===== config.mk =====
export PLATFORM = sky130hd
export DESIGN_NAME = facelet_color_sampler
export DESIGN_NICKNAME = d
export VERILOG_FILES = /design/src/rtl/facelet_pkg.sv /design/src/rtl/facelet_cell_acc.sv /design/src/rtl/facelet_color_sampler.sv
export SDC_FILE = /design/constraint.sdc
export NUM_CORES = 2
export LEC_CHECK = 0
export ABC_AREA = 0
export CORE_MARGIN = 1.5
export CORE_UTILIZATION = 55
export DETAILED_ROUTE_END_ITERATION = 6
export PLACE_DENSITY = 0.78
export SYNTH_ARGS = -nofsm -noshare
export SYNTH_HDL_FRONTEND = slang
export SYNTH_HIERARCHICAL = 1
export SYNTH_SLANG_ARGS = --single-unit

===== constraint.sdc =====
create_clock -name Clk -period 17.4 [get_ports Clk]
set_input_delay 3.48 -clock Clk [delete_from_list [all_inputs] [get_ports Clk]]
set_output_delay 3.48 -clock Clk [all_outputs]
set_load 0.05 [all_outputs]

===== src/rtl/facelet_pkg.sv =====
// Shared types and width helpers for the facelet colour sampler.
// Accumulator and sample-count widths follow from window size and frame count.
package facelet_pkg;

    typedef enum logic [2:0] {
        ST_IDLE   = 3'd0,
        ST_SYNC   = 3'd1,
        ST_ARM    = 3'd2,
        ST_ACCUM  = 3'd3,
        ST_FINISH = 3'd4,
        ST_DONE   = 3'd5
    } state_e;

    function automatic int avg_shift(input int log2_side, input int frames_log2);
        return 2 * log2_side + frames_log2;
    endfunction

    function automatic int acc_width(input int pix_w, input int log2_side, input int frames_log2);
        return pix_w + avg_shift(log2_side, frames_log2);
    endfunction

    function automatic int cnt_width(input int log2_side, input int frames_log2);
        return avg_shift(log2_side, frames_log2) + 1;
    endfunction

endpackage


===== src/rtl/facelet_cell_acc.sv =====
// One sample window: coordinate match, pixel sum and sample count, plus the
// final average; the average is forced to zero unless the window was fully sampled.
module facelet_cell_acc
    import facelet_pkg::*;
#(
    parameter int PIX_W       = 10,
    parameter int COORD_W     = 11,
    parameter int LOG2_SIDE   = 1,
    parameter int FRAMES_LOG2 = 0
) (
    input  logic               Clk,
    input  logic               Reset,
    input  logic               clear_i,
    input  logic               sample_i,
    input  logic [COORD_W-1:0] x_i,
    input  logic [COORD_W-1:0] y_i,
    input  logic [COORD_W-1:0] anchor_x_i,
    input  logic [COORD_W-1:0] anchor_y_i,
    input  logic [PIX_W-1:0]   pix_i,
    output logic [PIX_W-1:0]   color_o,
    output logic               valid_o
);

    localparam int SHIFT = avg_shift(LOG2_SIDE, FRAMES_LOG2);
    localparam int ACC_W = acc_width(PIX_W, LOG2_SIDE, FRAMES_LOG2);
    localparam int CNT_W = cnt_width(LOG2_SIDE, FRAMES_LOG2);
    localparam logic [COORD_W:0] SIDE_M1  = (COORD_W+1)'((1 << LOG2_SIDE) - 1);
    localparam logic [CNT_W-1:0] CNT_FULL = CNT_W'(1) << SHIFT;
    localparam logic [CNT_W-1:0] CNT_MAX  = '1;

    logic [ACC_W-1:0]   acc_q, acc_d;
    logic [CNT_W-1:0]   cnt_q, cnt_d;
    logic [COORD_W:0]   x_ext, y_ext, ax_ext, ay_ext;
    logic               in_win;

    // One extra bit so a window near the top coordinate cannot wrap to zero.
    assign x_ext  = {1'b0, x_i};
    assign y_ext  = {1'b0, y_i};
    assign ax_ext = {1'b0, anchor_x_i};
    assign ay_ext = {1'b0, anchor_y_i};

    assign in_win = (x_ext >= ax_ext) && (x_ext <= ax_ext + SIDE_M1) &&
                    (y_ext >= ay_ext) && (y_ext <= ay_ext + SIDE_M1);

    always_comb begin
        acc_d = acc_q;
        cnt_d = cnt_q;
        if (clear_i) begin
            acc_d = '0;
            cnt_d = '0;
        end else if (sample_i && in_win && (cnt_q != CNT_MAX)) begin
            acc_d = acc_q + ACC_W'(pix_i);
            cnt_d = cnt_q + CNT_W'(1);
        end
    end

    always_ff @(posedge Clk or posedge Reset) begin
        if (Reset) begin
            acc_q <= '0;
            cnt_q <= '0;
        end else begin
            acc_q <= acc_d;
            cnt_q <= cnt_d;
        end
    end

    assign valid_o = (cnt_q == CNT_FULL);
    assign color_o = valid_o ? acc_q[ACC_W-1 -: PIX_W] : '0;

endmodule


===== src/rtl/facelet_color_sampler.sv =====
// Start-triggered, frame-synchronous sampler averaging NUM_CELLS square windows
// over 2**FRAMES_LOG2 whole frames; results held until the next capture.
//
//   state  | meaning
//   IDLE   | no capture since reset, waiting for Start
//   SYNC   | capture requested, waiting for the current frame to end
//   ARM    | between frames, waiting for Fval to rise
//   ACCUM  | frame in progress, windows accumulating
//   FINISH | one cycle, latch averages and valid flags
//   DONE   | results valid, waiting for Start
module facelet_color_sampler
    import facelet_pkg::*;
#(
    parameter int NUM_CELLS   = 9,
    parameter int PIX_W       = 10,
    parameter int COORD_W     = 11,
    parameter int LOG2_SIDE   = 1,
    parameter int FRAMES_LOG2 = 0
) (
    input  logic                         Clk,
    input  logic                         Reset,
    input  logic                         Start,
    input  logic                         Fval,
    input  logic                         Lval,
    input  logic [COORD_W-1:0]           X_Cont,
    input  logic [COORD_W-1:0]           Y_Cont,
    input  logic [PIX_W-1:0]             pixelValue,
    input  logic [NUM_CELLS*COORD_W-1:0] BlockX,
    input  logic [NUM_CELLS*COORD_W-1:0] BlockY,
    output logic [NUM_CELLS*PIX_W-1:0]   Color,
    output logic [NUM_CELLS-1:0]         CellValid,
    output logic                         Busy,
    output logic                         ColorsStored
);

    localparam int FC_W = FRAMES_LOG2 + 1;
    localparam logic [FC_W-1:0] FRAME_LAST = FC_W'((1 << FRAMES_LOG2) - 1);

    state_e                       state_q;
    logic [FC_W-1:0]              frame_q;
    logic [NUM_CELLS*COORD_W-1:0] bx_q, by_q;
    logic [NUM_CELLS*PIX_W-1:0]   color_q;
    logic [NUM_CELLS-1:0]         cell_valid_q;
    logic                         busy_q, stored_q;

    logic                         start_go, sample;
    logic [NUM_CELLS*PIX_W-1:0]   color_all;
    logic [NUM_CELLS-1:0]         valid_all;

    assign start_go = Start && ((state_q == ST_IDLE) || (state_q == ST_DONE));
    assign sample   = (state_q == ST_ACCUM) && Fval && Lval;

    for (genvar i = 0; i < NUM_CELLS; i++) begin : g_cell
        facelet_cell_acc #(
            .PIX_W       (PIX_W),
            .COORD_W     (COORD_W),
            .LOG2_SIDE   (LOG2_SIDE),
            .FRAMES_LOG2 (FRAMES_LOG2)
        ) u_cell (
            .Clk        (Clk),
            .Reset      (Reset),
            .clear_i    (start_go),
            .sample_i   (sample),
            .x_i        (X_Cont),
            .y_i        (Y_Cont),
            .anchor_x_i (bx_q[i*COORD_W +: COORD_W]),
            .anchor_y_i (by_q[i*COORD_W +: COORD_W]),
            .pix_i      (pixelValue),
            .color_o    (color_all[i*PIX_W +: PIX_W]),
            .valid_o    (valid_all[i])
        );
    end

    always_ff @(posedge Clk or posedge Reset) begin
        if (Reset) begin
            state_q      <= ST_IDLE;
            frame_q      <= '0;
            bx_q         <= '0;
            by_q         <= '0;
            color_q      <= '0;
            cell_valid_q <= '0;
            busy_q       <= 1'b0;
            stored_q     <= 1'b0;
        end else begin
            case (state_q)
                ST_IDLE, ST_DONE: begin
                    if (Start) begin
                        bx_q     <= BlockX;
                        by_q     <= BlockY;
                        frame_q  <= '0;
                        busy_q   <= 1'b1;
                        stored_q <= 1'b0;
                        state_q  <= ST_SYNC;
                    end
                end
                ST_SYNC: if (!Fval) state_q <= ST_ARM;
                ST_ARM:  if (Fval)  state_q <= ST_ACCUM;
                ST_ACCUM: begin
                    if (!Fval) begin
                        if (frame_q == FRAME_LAST) begin
                            state_q <= ST_FINISH;
                        end else begin
                            frame_q <= frame_q + FC_W'(1);
                            state_q <= ST_ARM;
                        end
                    end
                end
                ST_FINISH: begin
                    color_q      <= color_all;
                    cell_valid_q <= valid_all;
                    busy_q       <= 1'b0;
                    stored_q     <= 1'b1;
                    state_q      <= ST_DONE;
                end
                default: state_q <= ST_IDLE;
            endcase
        end
    end

    assign Color        = color_q;
    assign CellValid    = cell_valid_q;
    assign Busy         = busy_q;
    assign ColorsStored = stored_q;

endmodule

==> After elaboration in Yosys (flattened, before gate mapping) <==
Cells that the tools add are included.
{ "op_classes": {"magnitude_cmp": 36, "n_eq_ne": 27, "reduce_logical": 66, "n_addsub": 37, "muxes": 58} }
{ "ops": {"columns": ["operator", "n"], "rows": [
  ["adder 11 x 1 -> 12 bit (second input constant)", 18],
  ["<= comparator 11 x 12 -> 1 bit", 18],
  ["two-way mux 12 bit", 18],
  [">= comparator 11 bit", 18],
  ["adder 12 x 10 -> 12 bit", 9],
  ["two-way mux 10 bit", 9],
  ["two-way mux 3 bit", 23],
  ["logical AND 1 bit", 48],
  ["== test 3 bit (second input constant)", 11],
  ["adder 3 x 1 -> 3 bit (second input constant)", 9],
  ["!= test 3 bit (second input constant)", 9],
  ["nonzero test 2 bit", 11],
  ["case mux 3 bit (5 select lines)", 1],
  ["!= test 2 bit (second input constant)", 4],
  ["== test 3 x 2 -> 1 bit (second input constant)", 2],
  ["case mux 1 bit (2 select lines)", 3],
  ["two-way mux 1 bit", 4],
  ["AND reduction 2 bit", 2],
  ["AND reduction 4 bit", 1],
  ["== test 3 x 1 -> 1 bit (second input constant)", 1],
  ["logical NOT 3 bit", 1],
  ["AND reduction 3 bit", 1],
  ["OR reduction 2 bit", 1],
  ["adder 1 bit (second input constant)", 1],
  ["logical OR 1 bit", 1]
]} }
{ "word_totals": {"input_bits": 235, "output_inout_bits": 101, "reg_bits": 438} }

==> Logic depth before layout (Yosys ltp) <==
{ "logic_depth": {"depth_word": 9, "mapped_depth": 14} }

==> By module <==
Netlist, hierarchy kept.
{ "modules_own_cells": {"columns": ["module", "area_each_um2", "instances", "cells_per_inst"], "rows": [
  ["facelet_color_sampler", 11736.3, 1, 655],
  ["facelet_cell_acc (g_cell[3].u_cell ...)", 2501.1, 4, 294],
  ["facelet_cell_acc (g_cell[0].u_cell ...)", 2508.7, 2, 292],
  ["facelet_cell_acc (g_cell[1].u_cell ...)", 2478.6, 2, 293],
  ["facelet_cell_acc (g_cell[8].u_cell)", 2484.9, 1, 291]
]} }

==> Worst setup path before layout <==
Ideal clock, no wire load.
{ "synth_timing": {"path_kind": "input to register", "startpoint": "input Y_Cont[4]", "endpoint": "register g_cell[3].u_cell.acc_q[11]", "n_path_buf": 1, "path_slack_ns": 11.998, "cell_stages": 9, "arrival_time_ns": 5.277, "path_cell_list": "ha_1 > a21o_1 > a2111oi_2 > o21ai_1 > a221oi_1 > and4bb_1 > buf_6 > nand3_2 > mux2_4"} }
{ "synth_between": {"elab_chain_len": 6, "elab_cells_between_ends": 7, "cone_classes": "2 x order compare; 5 x reduce/logical"} }
{ "synth_lines": {"columns": ["item", "line", "text"], "rows": [
  ["from (decl)", "facelet_color_sampler.sv:26", "input logic [COORD_W-1:0] Y_Cont,"],
  [">= comparator 11 bit", "facelet_cell_acc.sv:43", "(y_ext >= ay_ext) && (y_ext <= ay_ext + SIDE_M1);"],
  ["logical AND 1 bit", "facelet_cell_acc.sv:42", "assign in_win = (x_ext >= ax_ext) && (x_ext <= ax_ext + SIDE_M1) &&"],
  ["logical AND 1 bit (*)", "facelet_cell_acc.sv:43", null],
  ["logical AND 1 bit (*) (2 in series)", "facelet_cell_acc.sv:51", "end else if (sample_i && in_win && (cnt_q != CNT_MAX)) begin"],
  ["nonzero test 2 bit (no line) (*)", null, null],
  ["to (signal assigned)", "facelet_cell_acc.sv:59", "acc_q <= '0;"],
  ["to (signal assigned)", "facelet_cell_acc.sv:62", "acc_q <= acc_d;"],
  ["to (decl)", "facelet_cell_acc.sv:31", "logic [ACC_W-1:0] acc_q, acc_d;"]
]} }
Every way passes the cells marked *; elsewhere a longest branch is shown, timed or not.
A chain may end at the register's enable or synchronous reset.

==> Worst setup path in the final report <==
{ "layout_timing": {"startpoint": "input Y_Cont[2]", "endpoint": "register g_cell[7].u_cell.acc_q[11]"} }
{ "layout_between": {"elab_chain_len": 6, "elab_cells_between_ends": 7, "cone_classes": "2 x order compare; 5 x reduce/logical"} }
{ "layout_lines": {"columns": ["item", "line"], "rows": [
  [">= comparator 11 bit", "facelet_cell_acc.sv:43"],
  ["logical AND 1 bit", "facelet_cell_acc.sv:42"],
  ["logical AND 1 bit (*)", "facelet_cell_acc.sv:43"],
  ["logical AND 1 bit (*) (2 in series)", "facelet_cell_acc.sv:51"],
  ["nonzero test 2 bit (no line) (*)", null],
  ["to (signal assigned)", "facelet_cell_acc.sv:59"],
  ["to (signal assigned)", "facelet_cell_acc.sv:62"],
  ["to (decl)", "facelet_cell_acc.sv:31"]
]} }
Marks and branches as above.

==> results.yml <==
clock_tree:
  cts_buffers: 51
  post_cts_buffers: 0
  htree_levels: 2
  clk-insertion-delay-late_ps: 620
  cts_hold_buf: 0
  cts_buffer_depth: 3
  cts-root-buf: "clkbuf_16"
  tritoncts: "yes"
  ctsResizeCount: 0
  clk_pin_slew_ps: 60
  cts_sinks: 437
routing:
  vias_per_cell: 5.81
  vias: 26200
  wl_microns: 90100
  drtIter0Drc: 1796
  ant_nets: 0
  drc_errors: 0
  first_pass_iters: 5
  wl_per_cell_microns: 20.0
hold_path:
  min_path_type: "reg2reg"
finish:
  num-nets-final: 4410
  nFillCells: 4788
  layout-area-overhead-vs-synth_pct: 17.3
  layout-drive-gt1-share_pct: 13.4
sta:
  tns_ps: 0
  hold_viol_final: 0
  hold_slack_ps: 504
  fmax_ghz: 0.147
  postLayoutSetupSlackWorst_ps: 10600
  fin_skew_ps: 21.4
  slew_headroom_pct: 21.0
  slew_violations: 0
  setup_violations: 0
  finalCritPeriodShare_pct: 39.1
  fin_crit_ps: 6800
  rsz0062_at_grt: "false"
  tightest_slew_ps: 1180
place:
  gp_congestion: 0.917
  place_ws_ps: 10000
  io_buffer_count: 335
  dp_hpwl_microns: 65200
floorplan:
  coreArea_sq_um: 61600
  start_util_pct: 55.5
  die_x_microns: 252
  die_h_microns: 252
  die-area_sq_um: 63700
  io_pins: 336
  rows: 91
logic_synthesis:
  syn_avg_cell_area_sq_um: 10.4
  synth_edf_count: 0
  yosysSeqAreaShare_pct: 32.0
  synthCells: 3292
  async_flop_share_pct: 100
  synth_compound_area_share_pct: 10.3
  syn-cell-area_sq_um: 34200
  synth_top_family_by_area: "adder cells"
  synth-seq-cells: 437
  synth-xor-area-share_pct: 6.25
  synth_adder_area_share_pct: 20.0
  synth_flop_cell: "dfrtp_1"
  synthMuxAreaShare_pct: 14.1
  synth_cell_types: 73
  syn_nets: 4067
  ys_warn_count: 6
  yosys.area_share.simple_pct: 12.3
power_and_ir_drop:
  power.density_nw_per_um2: 137
  power_leakage_nw: 19.9
  vdd_drop_max_mv: 0.0784
  power_w: 0.00550
global_route:
  grt_util_met1_pct: 37.7
  antenna_found_initial: 4
  grtUsageTotal_pct: 28.4
  grt_max_degree: 123
  met3_usage_pct: 3.69
  grt_pass1_vias: 26500
  grt_first_pass_wirelength_microns: 143000
  gr-total-overflow: 0
  use_met2_pct: 47.1
  grt_busiest_layer: "met2"
setup_path:
  end_kind: "flop"
  cp_cell_sequence: "clkdlybuf4s50_1 > ha_1 > nand2_1 > o21bai_1 > a211oi_1 > o21ai_0 > and4bb_1 > nand3_2 > mux2_4"
  slowest_delay_ps: 1210
  rrSetupSlack_ps: 13230
  cpLargestDelayFamily: "simple AND/OR/NAND/NOR gates"
  critPathKind: "in2reg"
  critPathArrivalTime_ps: 7300
  path_buf_inv: 1
  crit_path_max_fanout: 18
  worstSetupStartpointType: "input port"
  critPathSlowestCell: "clkdlybuf4s50_1"
  cp.required_ps: 17910
run_status:
  status: "finished clean"
job:
  maxCapViolCount: 0
[final cells by class]
class	instances	area [sq um]	share of cell area [%]
clock inverter	24	378	0.942
clock buffer	72	1510	3.75
multi-input combinational	2485	21600	53.7
timing repair buffer	367	3590	8.95
antenna	1	2.50	0.00624
inverter	293	1110	2.76
sequential	437	10900	27.3
tap	837	1050	2.61
[flip-flops by register name, indices dropped and copies added, names as in the netlist]
signal               cells
Busy                     1
CellValid                9
Color                   90
ColorsStored             1
bx_q                    99
by_q                    99
g_cell.u_cell/acc_q    108
g_cell.u_cell/cnt_q     27
state_q                  3
[worst paths after layout]
path | from | end | depth (start not counted)
max | Y_Cont[2] | g_cell[7].u_cell/acc_q[11] | 9
min | Color[57] | Color[57] | 1
max reg2reg | by_q[77] | g_cell[7].u_cell/acc_q[11] | 12
min reg2reg | Color[57] | Color[57] | 1
max in group asynchronous | Reset | by_q[91] | 5
min in group asynchronous | Reset | g_cell[6].u_cell/acc_q[1] | 3
[worst register-to-register path: stages, from the launching register on]
cell and delay (ps):
dfrtp_1 490, ha_1 260, and3_1 240, nand3_1 120
xnor2_1 210, ha_1 280, a21o_1 180, a211oi_1 220
o21ai_0 130, o21ai_0 360, and4bb_1 1050, nand3_2 190
mux2_4 340
[power by group]
group	internal [W]	switching (W)
registers	0.00128	0.000356
clock network	0.000727	0.000468
logic	0.00131	0.00135
total	0.00333	0.00217
[cell families after synthesis]
| logic type | Yosys count |
|---|---|
| adders and majority gates | 540 |
| xor gates and xnor gates | 244 |
| buffers and inverters | 370 |
| AOI/OAI and AO/OA | 531 |
| DFF | 437 |
| muxes | 405 |
| and+or+nand+nor | 765 |
[cell usage after synthesis, types with 35 or more instances]
library cell	instances	area [sq um]
nor2b_1	39	244
nand4_1	66	413
mux2_4	104	1560
nand2_1	94	353
nor2_1	186	698
ha_1	531	6640
dfrtp_1	437	10900
a21oi_1	140	701
and3_1	104	651
a21o_1	91	683
xnor2_1	222	1940
nand3_1	111	556
inv_1	287	1080
mux2_2	199	2240
o21ai_0	86	430
mux2i_1	100	1000
a211oi_1	35	263
[placed cells by master (no fill, tap or decap), types with 8 or more instances in the layout]
cell type        synthesis  routed
mux2i_1                100     100
nor3_1                  18      18
inv_1                  287     286
mux2_2                 199     199
nand3_1                111     111
and3_1                 104     104
nor4_1                  21      21
a31oi_1                 33      33
nor2b_1                 39      39
dfrtp_1                437     437
ha_1                   531     531
buf_4                   10      32
o21ai_1                 11      11
fa_1                     9       9
a211oi_1                35      35
a21boi_0                 9       9
xnor2_1                222     222
nand2b_1                23      23
nand4_1                 66      66
nor2_1                 186     186
a21o_1                  91      91
or3_1                   10      10
clkbuf_16                0      52
o21bai_1                17      17
mux2_4                 104     104
o21ai_0                 86      86
nand2_1                 94      94
xor2_1                  22      22
o221ai_1                10      10
and2_1                  17      17
clkdlybuf4s50_1          0     335
and4_1                  15      15
a21oi_1                140     140
clkbuf_8                 0      13
bufinv_16                0       8
clkinv_2                 0       9
o211ai_1                33      33
o2111ai_1                8       8
[stage by stage]
step | util, % | std cells | instance area [sq um]
6_report | 65.1 | 4516 | 40100
5_1_grt | 65.1 | 4515 | 40100
4_1_cts | 65.1 | 4515 | 40100
3_5_place_dp | 62.1 | 4419 | 38200
3_3_place_gp | 62.1 | 4419 | 38200
2_1_floorplan | - | 3292 | 34200
[routing by layer]
layer | wire length [microns] | vias up
met5 | 34 | -
met3 | 5050 | 195
li1 | - | 12600
met4 | 3460 | 6
met1 | 39900 | 12700
met2 | 41700 | 772
Power figures use the tool's default switching activity.
